==> config.mk <==
export PLATFORM = sky130hd
export DESIGN_NAME = ahb_slave_responder_flat
export DESIGN_NICKNAME = d
export VERILOG_FILES = /design/src/rtl/ahb_slave_responder_if.sv /design/src/rtl/ahb_slave_responder.sv /design/src/flat_wrapper.sv
export SDC_FILE = /design/constraint.sdc
export NUM_CORES = 1
export LEC_CHECK = 0
export BUFFER_PORTS_ARGS = -buffer_cell sky130_fd_sc_hd__buf_2
export CAP_MARGIN = 20
export CORE_ASPECT_RATIO = 1.4
export CORE_UTILIZATION = 56
export CTS_CLUSTER_DIAMETER = 150
export CTS_CLUSTER_SIZE = 25
export DETAILED_ROUTE_END_ITERATION = 10
export PLACE_DENSITY = 0.76
export SYNTH_ARGS = -nofsm -noshare
export SYNTH_HDL_FRONTEND = slang
export SYNTH_SLANG_ARGS = --single-unit
==> constraint.sdc <==
create_clock -name HCLK -period 2.4 [get_ports HCLK]
set_clock_uncertainty 0.2 [all_clocks]
set_input_delay 0.36 -clock HCLK [delete_from_list [all_inputs] [get_ports HCLK]]
set_output_delay 0.36 -clock HCLK [all_outputs]
set_load 0.02 [all_outputs]
==> src/rtl/ahb_slave_responder_if.sv <==
// AHB slave-side bus bundle: address/data phase inputs and the slave response.
interface ahb_slave_responder_if;
   logic        HSELx;
   logic [31:0] HADDR;
   logic [1:0]  HTRANS;
   logic        HWRITE;
   logic [2:0]  HSIZE;
   logic [31:0] HWDATA;
   logic        HREADYin;
   logic        HREADYout;
   logic [1:0]  HRESP;
   logic [31:0] HRDATA;

   modport master (
      output HSELx, HADDR, HTRANS, HWRITE, HSIZE, HWDATA, HREADYin,
      input  HREADYout, HRESP, HRDATA
   );

   modport slave (
      input  HSELx, HADDR, HTRANS, HWRITE, HSIZE, HWDATA, HREADYin,
      output HREADYout, HRESP, HRDATA
   );
endinterface

==> src/rtl/ahb_slave_responder.sv <==
// AHB slave responder: word-addressed register bank behind a pipelined AHB data phase
// with a fixed number of wait states and a two-cycle ERROR response.
module ahb_slave_responder #(
   parameter logic [31:0] BASE_ADDR   = 32'h8400_0000,
   parameter int unsigned DEPTH       = 16,
   parameter int unsigned WAIT_STATES = 1
) (
   input logic                  HCLK,
   input logic                  HRESET,
   ahb_slave_responder_if.slave bus
);
   localparam int unsigned IdxW     = (DEPTH > 1) ? $clog2(DEPTH) : 1;
   localparam logic [31:0] WinBytes = 32'(4 * DEPTH);
   // Only used when WAIT_STATES > 0; the wrap for zero is never loaded.
   localparam logic [3:0]  WaitLoad = 4'(WAIT_STATES - 1);

   typedef enum logic [2:0] {StIdle, StWait, StDone, StErr1, StErr2} state_e;

   state_e          state_q, state_d;
   logic [3:0]      cnt_q, cnt_d;
   logic [IdxW-1:0] idx_q;
   logic [1:0]      lane_q;
   logic [2:0]      size_q;
   logic            write_q;
   logic [31:0]     bank_q [DEPTH];

   logic            accept;
   logic            can_start;
   logic            misalign;
   logic            req_err;
   logic [31:0]     offset;
   logic [3:0]      lane_en;
   logic            unused_htrans0;

   // BUSY vs IDLE makes no difference to the response.
   assign unused_htrans0 = bus.HTRANS[0];

   assign accept    = bus.HSELx & bus.HREADYin & bus.HTRANS[1];
   assign can_start = state_q inside {StIdle, StDone, StErr2};
   // Addresses below the base wrap to huge offsets, so one compare covers both ends.
   assign offset    = bus.HADDR - BASE_ADDR;

   // Alignment check for the requested transfer size.
   always_comb begin
      misalign = 1'b0;
      case (bus.HSIZE)
         3'b001:  misalign = bus.HADDR[0];
         3'b010:  misalign = (bus.HADDR[1:0] != 2'b00);
         default: misalign = 1'b0;
      endcase
   end

   assign req_err = (bus.HSIZE > 3'd2) | (offset >= WinBytes) | misalign;

   // Next-state logic for the data-phase sequencer.
   always_comb begin
      state_d = state_q;
      cnt_d   = cnt_q;
      unique case (state_q)
         StWait: begin
            if (cnt_q != 4'd0) begin
               cnt_d = cnt_q - 4'd1;
            end else begin
               state_d = StDone;
            end
         end
         StErr1: state_d = StErr2;
         default: begin
            state_d = StIdle;
            if (accept) begin
               if (req_err) begin
                  state_d = StErr1;
               end else if (WAIT_STATES == 0) begin
                  state_d = StDone;
               end else begin
                  state_d = StWait;
                  cnt_d   = WaitLoad;
               end
            end
         end
      endcase
   end

   // State, counter and data-phase context registers.
   always_ff @(posedge HCLK) begin
      if (HRESET) begin
         state_q <= StIdle;
         cnt_q   <= 4'd0;
         idx_q   <= '0;
         lane_q  <= 2'b00;
         size_q  <= 3'b000;
         write_q <= 1'b0;
      end else begin
         state_q <= state_d;
         cnt_q   <= cnt_d;
         if (accept && can_start) begin
            idx_q   <= offset[IdxW+1:2];
            lane_q  <= bus.HADDR[1:0];
            size_q  <= bus.HSIZE;
            write_q <= bus.HWRITE;
         end
      end
   end

   // Little-endian byte lanes touched by the registered transfer.
   always_comb begin
      lane_en = 4'b0000;
      case (size_q)
         3'b000:  lane_en = 4'b0001 << lane_q;
         3'b001:  lane_en = lane_q[1] ? 4'b1100 : 4'b0011;
         default: lane_en = 4'b1111;
      endcase
   end

   // Register bank; writes commit at the edge ending the DONE cycle.
   always_ff @(posedge HCLK) begin
      if (HRESET) begin
         for (int unsigned i = 0; i < DEPTH; i++) begin
            bank_q[i] <= '0;
         end
      end else if (state_q == StDone && write_q) begin
         for (int b = 0; b < 4; b++) begin
            if (lane_en[b]) begin
               bank_q[idx_q][8*b +: 8] <= bus.HWDATA[8*b +: 8];
            end
         end
      end
   end

   assign bus.HREADYout = !(state_q inside {StWait, StErr1});
   assign bus.HRESP     = (state_q inside {StErr1, StErr2}) ? 2'b01 : 2'b00;
   assign bus.HRDATA    = (state_q == StDone && !write_q) ? bank_q[idx_q] : 32'h0;

endmodule

==> src/flat_wrapper.sv <==
// flat-port wrapper written by rule: the top's interface ports become plain ports
module ahb_slave_responder_flat 
#(
   parameter logic [31:0] BASE_ADDR   = 32'h8400_0000,
   parameter int unsigned DEPTH       = 16,
   parameter int unsigned WAIT_STATES = 1
)
  (HCLK, HRESET, bus_HSELx, bus_HADDR, bus_HTRANS, bus_HWRITE, bus_HSIZE, bus_HWDATA, bus_HREADYin, bus_HREADYout, bus_HRESP, bus_HRDATA);
  ahb_slave_responder_if bus_i ();
  input logic HCLK;
  input logic HRESET;
  input wire logic [$bits(bus_i.HSELx)-1:0] bus_HSELx;
  input wire logic [$bits(bus_i.HADDR)-1:0] bus_HADDR;
  input wire logic [$bits(bus_i.HTRANS)-1:0] bus_HTRANS;
  input wire logic [$bits(bus_i.HWRITE)-1:0] bus_HWRITE;
  input wire logic [$bits(bus_i.HSIZE)-1:0] bus_HSIZE;
  input wire logic [$bits(bus_i.HWDATA)-1:0] bus_HWDATA;
  input wire logic [$bits(bus_i.HREADYin)-1:0] bus_HREADYin;
  output wire logic [$bits(bus_i.HREADYout)-1:0] bus_HREADYout;
  output wire logic [$bits(bus_i.HRESP)-1:0] bus_HRESP;
  output wire logic [$bits(bus_i.HRDATA)-1:0] bus_HRDATA;
  assign bus_i.HSELx = bus_HSELx;
  assign bus_i.HADDR = bus_HADDR;
  assign bus_i.HTRANS = bus_HTRANS;
  assign bus_i.HWRITE = bus_HWRITE;
  assign bus_i.HSIZE = bus_HSIZE;
  assign bus_i.HWDATA = bus_HWDATA;
  assign bus_i.HREADYin = bus_HREADYin;
  assign bus_HREADYout = bus_i.HREADYout;
  assign bus_HRESP = bus_i.HRESP;
  assign bus_HRDATA = bus_i.HRDATA;
  ahb_slave_responder #(.BASE_ADDR(BASE_ADDR), .DEPTH(DEPTH), .WAIT_STATES(WAIT_STATES)) u_core (.HCLK(HCLK), .HRESET(HRESET), .bus(bus_i));
endmodule
-- Yosys cells after proc, flatten, opt, wreduce, memory -nomap -nowiden
Memories as Yosys holds them, arrays and structs flattened. A register that Yosys moved wholly into a read port is not among the register bits.
Index checks and enable logic that the tools add are counted.
- flip-flop bits (word level): 17
- memory bits (writable): 512
- output and inout bits: 35
- memories kept: 1
- memories (name ; words ; width ; rd ports ; clocked after Yosys merged registers in ; wr ports ; RTL line ; text):
    u_core.bank_q ; 16 ; 32 ; 1 ; 1 ; 16 ; ahb_slave_responder.sv:25 ; logic [31:0] bank_q [DEPTH];
- add/sub/neg operators: 2
- magnitude comparators: 2
- equal/unequal tests: 10
- shifts and indexed selects: 1
- muxes and demuxes: 36
- bitwise logic cells: 5
- reduce and logical (&&, ||, !) cells: 15
- operator list (operator ; count):
    32-bit 2-to-1 mux ; 2
    32-bit by 7-bit >= comparator with 1-bit output, second input constant ; 1
    4-bit 2-to-1 mux ; 8
    32-bit OR reduction ; 1
    32-bit subtractor, second input constant ; 1
    1-bit 2-to-1 mux ; 19
    4-bit one-hot mux with 2 select lines ; 2
    3-bit by 1-bit equality test with 1-bit output, second input constant ; 3
    3-bit by 2-bit equality test with 1-bit output, second input constant ; 3
    2-bit nonzero test ; 4
    3-bit logical NOT ; 2
    3-bit 2-to-1 mux ; 2
    3-bit one-hot mux with 2 select lines ; 1
    2-bit != test, second input constant ; 2
    4-bit AND reduction ; 1
    4-bit nonzero test ; 1
    1-bit by 2-bit << shifter with 4-bit output, first input constant ; 1
    4-bit by 1-bit subtractor with 4-bit output, second input constant ; 1
    3-bit equality test, second input constant ; 1
    3-bit by 2-bit > comparator with 1-bit output, second input constant ; 1
    1-bit logical AND ; 3
    3-bit nonzero test ; 1
    1-bit AND ; 2
    1-bit logical NOT ; 2
    other kinds (5) ; 6

-- Depth between registers and ports, before layout
- word-level depth: 8
- mapped depth: 7
- mapped depth without buffers: 7

-- Least setup slack after synthesis
Ideal clock, no wire load.
- path type: reg-to-output
- start point: register with a tool-made name
- end point: output bus_HRDATA[0]
- arrival: 1.922 ns
- slack: -0.082 ns
- stages on the path, launching flop included: 6
- buffers on the path: 2
- cells stage by stage: dfxtp_1 buf_2 buf_2 mux4_2 mux4_2 nor2b_1
- RTL lines (element ; RTL line ; text):
    end: declaration ; flat_wrapper.sv:21 ; output wire logic [$bits(bus_i.HRDATA)-1:0] bus_HRDATA;

==> flow_metrics.tcl <==
set metrics [dict create \
    outcome "complete, but fails checks" \
    failed_checks "negative setup slack" \
    gp_congestion 0.804 \
    internal_power_mw 13.0 \
    setup_ws_ns -0.859 \
    fmax_mhz 307 \
    diodes 0 \
    critPathLaunchType "flip-flop" \
    rsz0062_at_grt "true" \
    io_buffers 106 \
    drv_cap 0 \
    cts_buffers 25 \
    grt_pass1_wl_um 86700 \
    p_switching_mw 3.64 \
    ant_nets 0 \
    grt_remaining_overflow 0 \
    dpl.cell_count 2230 \
    avgViaCountPerCell 5.97 \
    yosysWarnings 0 \
    synth_async_sr_flop_share_pct 0 \
    p_comb_share_pct 7.1 \
    syn_inst 1564 \
    relSlewSlack_pct 42.3 \
    worstMarginPinSlew_ns 0.865 \
    first_pass_iters 5 \
    core_um2 43100 \
    period_needed_ns 3.26 \
    insertion_delay_ns 0.58 \
    cp.arrival_ns 2.70 \
    hold_viol 0 \
    drc 0 \
    required_ns 1.84 \
    grt_pass1_vias 14100 \
    dr_total_vias 13700 \
    synth.area.top_cells "edfxtp_1, mux4_2, and2_1" \
    holdPathStages 4 \
    seqPwrFrac_pct 63.5 \
    yosysTopAreaCell "edfxtp_1" \
    synthTopCellsByCount "edfxtp_1, and2_1, mux4_2" \
    finalSetupViolCount 32 \
    grt_usage_pct 26.3 \
    end_kind "output pin" \
    yosysMostFrequentCell "edfxtp_1" \
    avgRoutedWirePerCell_um 24.9 \
    p_per_area_nw_per_um2 599 \
    cts.clk_slew.worst_paths_ns 0.10 \
    antenna_found_initial 0 \
    syn_area_um2 24500 \
    path_class "reg -> out" \
    slew_violations 0 \
    synth_ff_type "edfxtp_1" \
    ys_ff_latch 533 \
    fillCellCount 3029 \
    start_util_pct 56.9 \
    die_h_um 250 \
    ios 109 \
    syn_nets 1640 \
    p_sw_share_pct 21.9 \
    avgSynthCellArea_um2 15.7 \
    rows 90 \
    die_w_um 179 \
    yosysSeqAreaShare_pct 64.4 \
    ff2ff_path_depth 4 \
    cts_max_level 1 \
    synth_edf_count 512 \
    cts_sinks 533 \
    crit_fanout 8 \
    tns_ns -26.76 \
    p_leak_nw 10.1 \
    synthDominantCellAreaShare_pct 62.6 \
    drt-total-wl_um 57300 \
    dp_hpwl_um 38400 \
    cts_root_buf "clkbuf_16" \
    peakVddDrop_v 0.000518 \
    grt_max_degree 83 \
    first_iter_violations 1664 \
    cts_tree "yes" \
    dieArea_um2 44700 \
    timing.final.crit_share_pct 136 \
    synthDistinctLibCells 39 \
    p_clk_share_pct 29.4 \
    layout-drive-gt1-share_pct 29.3 \
    fin_cells 2304 \
    min_path_type "in -> reg" \
    final_net_count 1809 \
    fin_util_pct 64.3 \
    area_growth_pct 13.1 \
    cts_buffer_depth 3 \
]
[path summary, 6_finish.rpt]
path / end / slack, ns / from
setup / recovery: bus_HRDATA[18] / -0.86 / flip-flop
hold / removal: u_core.state_q[0]$_SDFFE_PP0P_ / 0.07 / bus_HREADYin
setup reg to reg: u_core.bank_q[3][24]$_SDFFCE_PN0P_ / 0.15 / u_core.idx_q[0]$_SDFFE_PP0P_
hold reg to reg: u_core.cnt_q[0]$_SDFFE_PP0P_ / 0.31 / u_core.cnt_q[0]$_SDFFE_PP0P_
[power groups by stage]
| stage | Sequential (mW) | Clock (mW) | Combinational [mW] |
|---|---|---|---|
| 2_1_floorplan | 10.7 | 0 | 0.695 |
| 3_3_place_gp | 10.7 | 0 | 1.05 |
| 3_5_place_dp | 10.8 | 0 | 1.08 |
| 4_1_cts | 10.6 | 4.92 | 1.15 |
| 5_1_grt | 10.6 | 5.19 | 1.24 |
| 6_report | 10.6 | 4.89 | 1.17 |
[registers in the layout, summed over array words and instances, names as in the netlist, named ones only]
name / flops
u_core.state_q: 3
u_core.write_q: 1
u_core.idx_q: 4
u_core.bank_q: 512
u_core.cnt_q: 4
u_core.lane_q: 2
u_core.size_q: 3
[cell families after synthesis]
| family | count (synthesis) | synth area share [%] |
|---|---|---|
| mux | 171 | 15.1 |
| buf+inv | 96 | 1.61 |
| other cells | 1 | 0.0153 |
| fa+ha+maj | 2 | 0.102 |
| compound gates | 19 | 0.576 |
| flops | 533 | 64.4 |
| simple gates | 742 | 18.2 |
[cell usage in the layout (no fill, tap or decap), types with 9 or more instances in the layout]
| master | n |
|---|---|
| clkbuf_1 | 19 |
| buf_6 | 13 |
| mux4_2 | 160 |
| buf_12 | 12 |
| clkbuf_16 | 29 |
| and3_1 | 17 |
| nor2_2 | 20 |
| or2_2 | 62 |
| mux2i_1 | 11 |
| nor2b_1 | 26 |
| nor2_1 | 58 |
| nand2_1 | 15 |
| nand3_1 | 9 |
| dlygate4sd3_1 | 10 |
| buf_2 | 88 |
| edfxtp_1 | 512 |
| and2_1 | 496 |
| nor2b_4 | 9 |
| dfxtp_1 | 17 |
| buf_16 | 12 |
| buf_4 | 95 |
[through the flow]
step | worst slack, ns | hold WS [ns] | cell area, µm² | total power, mW
5_1_grt | -0.903 | 0.0761 | 27800 | 17.0
6_report | -0.859 | 0.0734 | 27800 | 16.6
4_1_cts | -0.896 | 0.0460 | 27500 | 16.6
3_5_place_dp | -0.287 | 0.297 | 26300 | 11.8
2_1_floorplan | 0.00234 | 0.264 | 24600 | 11.4
3_3_place_gp | -0.288 | 0.281 | 26300 | 11.8
[what timing repair did]
| action | 4_1_cts | 5_1_grt |
|---|---|---|
| gates cloned | 8 | 4 |
| hold endpoints to repair | 14 | 0 |
| resized for setup | 21 | 51 |
| hold buffers | 10 | 0 |
| endpoints found under the setup margin | 32 | 80 |
| pin swaps | 0 | 1 |
| setup buffers | 7 | 1 |
[routing by layer]
metal / vias up / share of wire [%] / track usage (%)
li1: 6090 / - / -
met1: 7112 / 38 / 34.1
met2: 459 / 54 / 46.7
met3: 86 / 5.2 / 2.85
met4: 0 / 2.7 / 7.36
met5: - / 0 / 0
[layout make-up]
type | count | area [µm²] | share of cell area (%)
Sequential cell | 533 | 15800 | 57.0
Inverter | 3 | 11.3 | 0.0406
Clock buffer | 44 | 697 | 2.51
Multi-Input combinational cell | 935 | 8430 | 30.4
Timing Repair Buffer | 235 | 2090 | 7.52
Tap cell | 552 | 691 | 2.49
Clock inverter | 2 | 28.8 | 0.104
[worst max-delay path, stage by stage (launching register included)]
cell and delay, ns:
dfxtp_4 0.45, buf_12 0.18, buf_16 0.15, mux4_2 0.56, mux4_2 0.50, nor2b_4 0.15, buf_6 0.13
No activity file was read; power rests on OpenSTA's default activity.
